[src/rtl/pulse_sequencer_pkg.sv]
// Shared definitions for the machine-cycle phase sequencer:
// FSM state encoding and default sizing constants.
package pulse_sequencer_pkg;

    typedef enum logic [1:0] {
        ST_IDLE  = 2'd0,
        ST_RUN   = 2'd1,
        ST_HOLD  = 2'd2,
        ST_FAULT = 2'd3
    } seq_state_t;

    localparam int DEF_N_PHASE = 8;
    localparam int DEF_TMO_W   = 8;
    localparam int DEF_TMO_CYC = 200;

endpackage

[src/rtl/pulse_sequencer_next_sel.sv]
// Skip-aware next-phase finder: returns the first phase after `cur`
// (cyclically) whose skip bit is clear. Phase 0 is never skipped, so a
// result always exists; wrap flags a return to phase 0.
module pulse_next_sel
    import pulse_sequencer_pkg::*;
#(
    parameter int N_PHASE = DEF_N_PHASE,
    parameter int PH_W    = $clog2(N_PHASE)
) (
    input  logic [PH_W-1:0]    cur,
    input  logic [N_PHASE-1:0] skip,
    output logic [PH_W-1:0]    nxt,
    output logic               wrap
);

    logic            w_found;
    logic [PH_W-1:0] w_idx;

    // Scan forward from cur+1; first non-skipped index (or phase 0) wins.
    always_comb begin
        nxt     = '0;
        w_found = 1'b0;
        w_idx   = '0;
        for (int k = 1; k < N_PHASE; k++) begin
            w_idx = PH_W'((int'(cur) + k) % N_PHASE);
            if (!w_found && ((w_idx == '0) || !skip[w_idx])) begin
                nxt     = w_idx;
                w_found = 1'b1;
            end
        end
    end

    assign wrap = (nxt == '0);

endmodule

[src/rtl/pulse_sequencer.sv]
// Machine-cycle phase sequencer. Steps through N_PHASE phases, holding each
// until its phase_done bit, with skippable phases, single-step pausing,
// stop at the end of a machine cycle and a per-phase watchdog.
// All control inputs are sampled on the rising edge: do_start, do_stop,
// step_req and fault_clr are one-cycle pulses, step_mode is a level, and
// phase_skip only matters at the moment a phase completes.
module pulse_sequencer
    import pulse_sequencer_pkg::*;
#(
    parameter int N_PHASE = DEF_N_PHASE,
    parameter int PH_W    = $clog2(N_PHASE),
    parameter int TMO_W   = DEF_TMO_W,
    parameter int TMO_CYC = DEF_TMO_CYC
) (
    input  logic               clk,
    input  logic               resetn,
    input  logic               do_start,
    input  logic               do_stop,
    input  logic               step_mode,
    input  logic               step_req,
    input  logic               fault_clr,
    input  logic [N_PHASE-1:0] phase_skip,
    input  logic [N_PHASE-1:0] phase_done,
    output logic [PH_W-1:0]    cur_phase,
    output logic [N_PHASE-1:0] phase_active,
    output logic [N_PHASE-1:0] phase_enter,
    output logic               cycle_end,
    output logic               running,
    output logic               timeout_err,
    output logic [PH_W-1:0]    fault_phase,
    output logic [1:0]         dbg_state
);

    // Watchdog compare value: the count reached on the TMO_CYC-th idle cycle.
    localparam logic [TMO_W-1:0] TMO_LAST = TMO_W'((TMO_CYC > 0) ? (TMO_CYC - 1) : 0);

    seq_state_t         r_state, w_state_n;
    logic [PH_W-1:0]    r_cur, w_cur_n;
    logic [PH_W-1:0]    r_hold_nxt, w_hold_nxt_n;
    logic               r_stop_pend, w_stop_pend_n;
    logic [TMO_W-1:0]   r_wdog, w_wdog_n;
    logic [N_PHASE-1:0] r_active, w_active_n;
    logic [N_PHASE-1:0] r_enter, w_enter_n;
    logic               r_cycle_end, w_cycle_end_n;
    logic               r_running, w_running_n;
    logic               r_tmo, w_tmo_n;
    logic [PH_W-1:0]    r_fault_phase, w_fault_phase_n;

    logic [PH_W-1:0]    w_nxt;
    logic               w_wrap;
    logic               w_done;

    function automatic logic [N_PHASE-1:0] onehot(input logic [PH_W-1:0] idx);
        onehot      = '0;
        onehot[idx] = 1'b1;
    endfunction

    pulse_next_sel #(
        .N_PHASE (N_PHASE),
        .PH_W    (PH_W)
    ) u_next_sel (
        .cur  (r_cur),
        .skip (phase_skip),
        .nxt  (w_nxt),
        .wrap (w_wrap)
    );

    assign w_done = phase_done[r_cur];

    // Next-state, watchdog and next-output decode; outputs are registered below.
    always_comb begin
        w_state_n       = r_state;
        w_cur_n         = r_cur;
        w_hold_nxt_n    = r_hold_nxt;
        w_stop_pend_n   = r_stop_pend;
        w_wdog_n        = r_wdog;
        w_active_n      = '0;
        w_enter_n       = '0;
        w_cycle_end_n   = 1'b0;
        w_fault_phase_n = r_fault_phase;
        case (r_state)
            ST_IDLE: begin
                // A stop arriving with the start cancels it.
                if (do_start && !do_stop) begin
                    w_state_n  = ST_RUN;
                    w_cur_n    = '0;
                    w_wdog_n   = '0;
                    w_enter_n  = onehot('0);
                    w_active_n = onehot('0);
                end
            end
            ST_RUN: begin
                w_active_n = onehot(r_cur);
                if (do_stop) w_stop_pend_n = 1'b1;
                if (w_done) begin
                    // Completion always beats a watchdog expiry in the same cycle.
                    w_cycle_end_n = w_wrap;
                    w_wdog_n      = '0;
                    if (w_wrap && (r_stop_pend || do_stop)) begin
                        w_state_n     = ST_IDLE;
                        w_cur_n       = '0;
                        w_stop_pend_n = 1'b0;
                        w_active_n    = '0;
                    end else if (step_mode) begin
                        w_state_n    = ST_HOLD;
                        w_hold_nxt_n = w_nxt;
                        w_active_n   = '0;
                    end else begin
                        w_cur_n    = w_nxt;
                        w_enter_n  = onehot(w_nxt);
                        w_active_n = onehot(w_nxt);
                    end
                end else if (TMO_CYC != 0) begin
                    if (r_wdog == TMO_LAST) begin
                        w_state_n       = ST_FAULT;
                        w_fault_phase_n = r_cur;
                        w_active_n      = '0;
                        w_stop_pend_n   = 1'b0;
                        w_wdog_n        = '0;
                    end else begin
                        w_wdog_n = r_wdog + TMO_W'(1);
                    end
                end
            end
            ST_HOLD: begin
                // Paused between phases: cur_phase still names the finished phase.
                if (do_stop) w_stop_pend_n = 1'b1;
                if (step_req || !step_mode) begin
                    w_state_n  = ST_RUN;
                    w_cur_n    = r_hold_nxt;
                    w_wdog_n   = '0;
                    w_enter_n  = onehot(r_hold_nxt);
                    w_active_n = onehot(r_hold_nxt);
                end
            end
            ST_FAULT: begin
                if (fault_clr) begin
                    w_state_n = ST_IDLE;
                    w_cur_n   = '0;
                end
            end
            default: begin
                w_state_n = ST_IDLE;
                w_cur_n   = '0;
            end
        endcase
        w_running_n = (w_state_n == ST_RUN) || (w_state_n == ST_HOLD);
        w_tmo_n     = (w_state_n == ST_FAULT);
    end

    // State, bookkeeping and registered outputs; reset clears everything at once.
    always_ff @(posedge clk or negedge resetn) begin
        if (!resetn) begin
            r_state       <= ST_IDLE;
            r_cur         <= '0;
            r_hold_nxt    <= '0;
            r_stop_pend   <= 1'b0;
            r_wdog        <= '0;
            r_active      <= '0;
            r_enter       <= '0;
            r_cycle_end   <= 1'b0;
            r_running     <= 1'b0;
            r_tmo         <= 1'b0;
            r_fault_phase <= '0;
        end else begin
            r_state       <= w_state_n;
            r_cur         <= w_cur_n;
            r_hold_nxt    <= w_hold_nxt_n;
            r_stop_pend   <= w_stop_pend_n;
            r_wdog        <= w_wdog_n;
            r_active      <= w_active_n;
            r_enter       <= w_enter_n;
            r_cycle_end   <= w_cycle_end_n;
            r_running     <= w_running_n;
            r_tmo         <= w_tmo_n;
            r_fault_phase <= w_fault_phase_n;
        end
    end

    assign cur_phase    = r_cur;
    assign phase_active = r_active;
    assign phase_enter  = r_enter;
    assign cycle_end    = r_cycle_end;
    assign running      = r_running;
    assign timeout_err  = r_tmo;
    assign fault_phase  = r_fault_phase;
    assign dbg_state    = r_state;

endmodule

[config.mk]
export PLATFORM = sky130hd
export DESIGN_NAME = pulse_sequencer
export DESIGN_NICKNAME = d
export VERILOG_FILES = /design/src/rtl/pulse_sequencer_pkg.sv /design/src/rtl/pulse_sequencer_next_sel.sv /design/src/rtl/pulse_sequencer.sv
export SDC_FILE = /design/constraint.sdc
export NUM_CORES = 1
export LEC_CHECK = 0
export CAP_MARGIN = 30
export CORE_MARGIN = 2
export CORE_UTILIZATION = 54
export CTS_CLUSTER_SIZE = 25
export DETAILED_ROUTE_END_ITERATION = 12
export PLACE_DENSITY = 0.82
export SYNTH_ARGS = -nofsm -noshare
export SYNTH_HDL_FRONTEND = slang
export SYNTH_SLANG_ARGS = --single-unit
[constraint.sdc]
create_clock -name clk -period 4.15 [get_ports clk]
set_clock_uncertainty 0.2 [all_clocks]
set_input_delay 1.0375 -clock clk [delete_from_list [all_inputs] [get_ports clk]]
set_output_delay 1.0375 -clock clk [all_outputs]
set_load 0.01 [all_outputs]
==> flow_metrics.py <==
metrics = {
    "outcome": {
        "status": "finished clean",
    },
    "placed_design": {
        "dp_slack_ps": -249,
        "numPortBuffers": 49,
        "dp_hpwl_mm": 5.84,
        "placed_cell_area_um2": 3750,
        "gp_congestion": 0.932,
    },
    "clock_tree": {
        "clk_pin_slew_worst_paths_ps": 80,
        "cts_buffers": 5,
        "cts_hold_buffers": 0,
        "cts_max_level": 2,
        "cts_sinks": 39,
        "cts_tree": "yes",
        "clockBufferDepth": 2,
        "root_buffer": "clkbuf_8",
        "worstSkewPairLatency_ps": 290,
    },
    "worst_setup_path": {
        "slowest_stage": "mux4_2",
        "startpoint_type": "input pin",
        "path_cells": "dlymetal6s2s_1, mux4_2, and2_4, or3_4, nor4_4, buf_4, a21oi_1, a2bb2oi_2, and2_4, nor3_4, o31ai_2, ha_1",
        "critical_path_class": "in -> reg",
        "crit_top_cell": "and2_4",
        "critPathCaptureType": "register",
        "cpPeakStageDelay_ps": 520,
        "critPathArrivalTime_ps": 3820,
        "cp.required_ps": 4120,
        "worstPathMaxFanout": 4,
    },
    "synthesis": {
        "syn_avg_cell_area_um2": 9.55,
        "synthesis.nets": 355,
        "synth-seq-cells": 39,
        "synth_cell_type_count": 73,
        "ys.flop_type": "dfrtp_1",
        "yosys-top-cells-area": "dfrtp_1 (33%), ha_1 (7.5%), mux4_2 (6.0%)",
        "synth_seq_area_share_pct": 32.6,
        "async_flop_share_pct": 100,
        "synth-edff-count": 0,
        "netlist_instances": 314,
        "ys_warn_count": 0,
        "synth_top_cell_by_area": "dfrtp_1",
        "synth_area_um2": 3000,
        "netlist.area_leader.share_pct": 32.6,
    },
    "finish": {
        "n_antenna_cell": 0,
        "mostFrequentLayoutCell": "clkdlybuf4s50_1",
        "layout.nets": 432,
        "fill_cells": 393,
        "final_area_um2": 3940,
        "syn_to_final_growth_pct": 31.5,
        "drive_gt1_share_pct": 20.2,
        "final_cell_mix": "clkdlybuf4s50_1 (40), dfrtp_1 (39), buf_4 (34)",
    },
    "die": {
        "io_pins": 50,
        "fp.dieArea_um2": 6160,
        "num_rows": 27,
        "dieHeight_um": 78.5,
        "start_util_pct": 55.1,
        "core_area_um2": 5440,
        "die_x_um": 78.5,
    },
    "timing": {
        "setup_ws_ps": 298,
        "hold_viol_final": 0,
        "relSlewSlack_pct": 43.6,
        "fin_setup_tns_ps": 0,
        "period_share_pct": 92.8,
        "post-route-min-period_ps": 3850,
        "max_freq_mhz": 260,
        "slew_violations": 0,
        "finalSetupViolations": 0,
        "worst-slew-pin-transition_ps": 847,
        "rsz0062_at_grt": "false",
    },
    "grt": {
        "grt_overflow_total": 0,
        "grt_pass1_vias": 2759,
        "antenna_found_initial": 0,
        "grt_pass1_wl_mm": 12.9,
        "grt_max_degree": 40,
        "track_usage_pct": 26.0,
    },
    "detailed_routing": {
        "viasPerCell": 6.32,
        "drcViolationCount": 0,
        "first_iter_violations": 338,
        "dr.pass1.iters": 5,
        "routed_wl_mm": 8.06,
        "antenna_left": 0,
        "wl_per_cell_um": 17.4,
        "vias": 2931,
    },
    "power_and_ir_drop": {
        "p_leak_nw": 1.78,
        "ir_drop_v": 0.000394,
        "cellPowerDensity_nw_per_um2": 718,
    },
    "hold_path": {
        "holdCritPathClass": "reg -> reg",
    },
    "flow_run": {
        "max-cap-violations": 0,
    },
}
[power breakdown]
part           leakage, nW  internal (mW)  switching, mW
logic                 1.20          0.880           1.11
clock network       0.0505          0.151          0.140
registers            0.525          0.463         0.0838
total                 1.78           1.49           1.34
[stage by stage]
stage	util (%)	hold slack, ps	power, mW	instances
3_3_place_gp	68.9	273	2.36	454
4_1_cts	70.9	295	2.70	462
2_1_floorplan	-	245	1.72	314
6_report	72.5	297	2.83	464
5_1_grt	72.5	335	3.00	464
3_5_place_dp	68.9	275	2.40	454
[timing repair]
action                     CTS  global route
hold endpoints to repair     0             0
gates resized for setup      0            16
buffers inserted             0             3
setup endpoints to repair    0             2
[synth_stat cells (7+ instances only)]
cell type / count
nand2_1: 26
a21oi_1: 9
nor2_1: 20
dfrtp_1: 39
nand2b_1: 10
mux2i_1: 8
clkbuf_1: 8
nand3_1: 10
inv_1: 16
a22oi_1: 7
nor3_1: 9
o21ai_0: 23
o31ai_1: 7
ha_1: 18
mux4_2: 8
[cells by family after synthesis]
family                   synth area share [%]
adder cells (fa/ha/maj)                  7.51
buffers and inverters                    4.38
flip-flops                               32.6
multiplexers                             9.06
AND/OR/NAND/NOR                          20.7
XOR/XNOR                                0.877
AO/OA/AOI/OAI                            24.9
[critical path: cells and delay by family]
kind	cells	cell delay, ps
AOI/OAI and AO/OA	3	300
adders and majority gates	1	310
buffers and inverters	2	330
muxes	1	520
and+or+nand+nor	5	1330
[final cells by class]
cell class / instances / area [um^2] / share of cell area, %
clock buffers: 7 / 96.3 / 2.44
clock inverters: 1 / 7.51 / 0.190
well taps: 72 / 90.1 / 2.29
multi-input cells: 245 / 1940 / 49.2
inverters: 16 / 60.1 / 1.52
flip-flops and latches: 39 / 976 / 24.8
repair buffers: 84 / 772 / 19.6
[flip-flops by register name, indices dropped and copies added, names as in the netlist]
signal        cells
cur_phase         3
cycle_end         1
dbg_state         2
fault_phase       3
phase_active      8
phase_enter       8
r_hold_nxt        3
r_stop_pend       1
r_wdog            8
running           1
timeout_err       1
[path summary, 6_finish.rpt]
path,from,end,slack [ps],depth (start not counted)
hold / removal,r_wdog[7],r_wdog[7],300,1
setup reg to reg,cur_phase[0],running,480,13
setup / recovery,phase_skip[6],running,300,12
hold reg to reg,r_wdog[7],r_wdog[7],300,1
min in group asynchronous,resetn,phase_enter[4],640,1
max in group asynchronous,resetn,dbg_state[0],2570,1
[layer usage]
metal | global-route usage (%) | routed length (um) | up-vias
met5 | 0 | 0 | -
met2 | 42.7 | 3910 | 156
met3 | 4.48 | 569 | 17
met1 | 35.2 | 3480 | 1424
met4 | 7.19 | 100 | 0
li1 | - | - | 1334
Note: power is estimated with default switching activity, not from simulation.
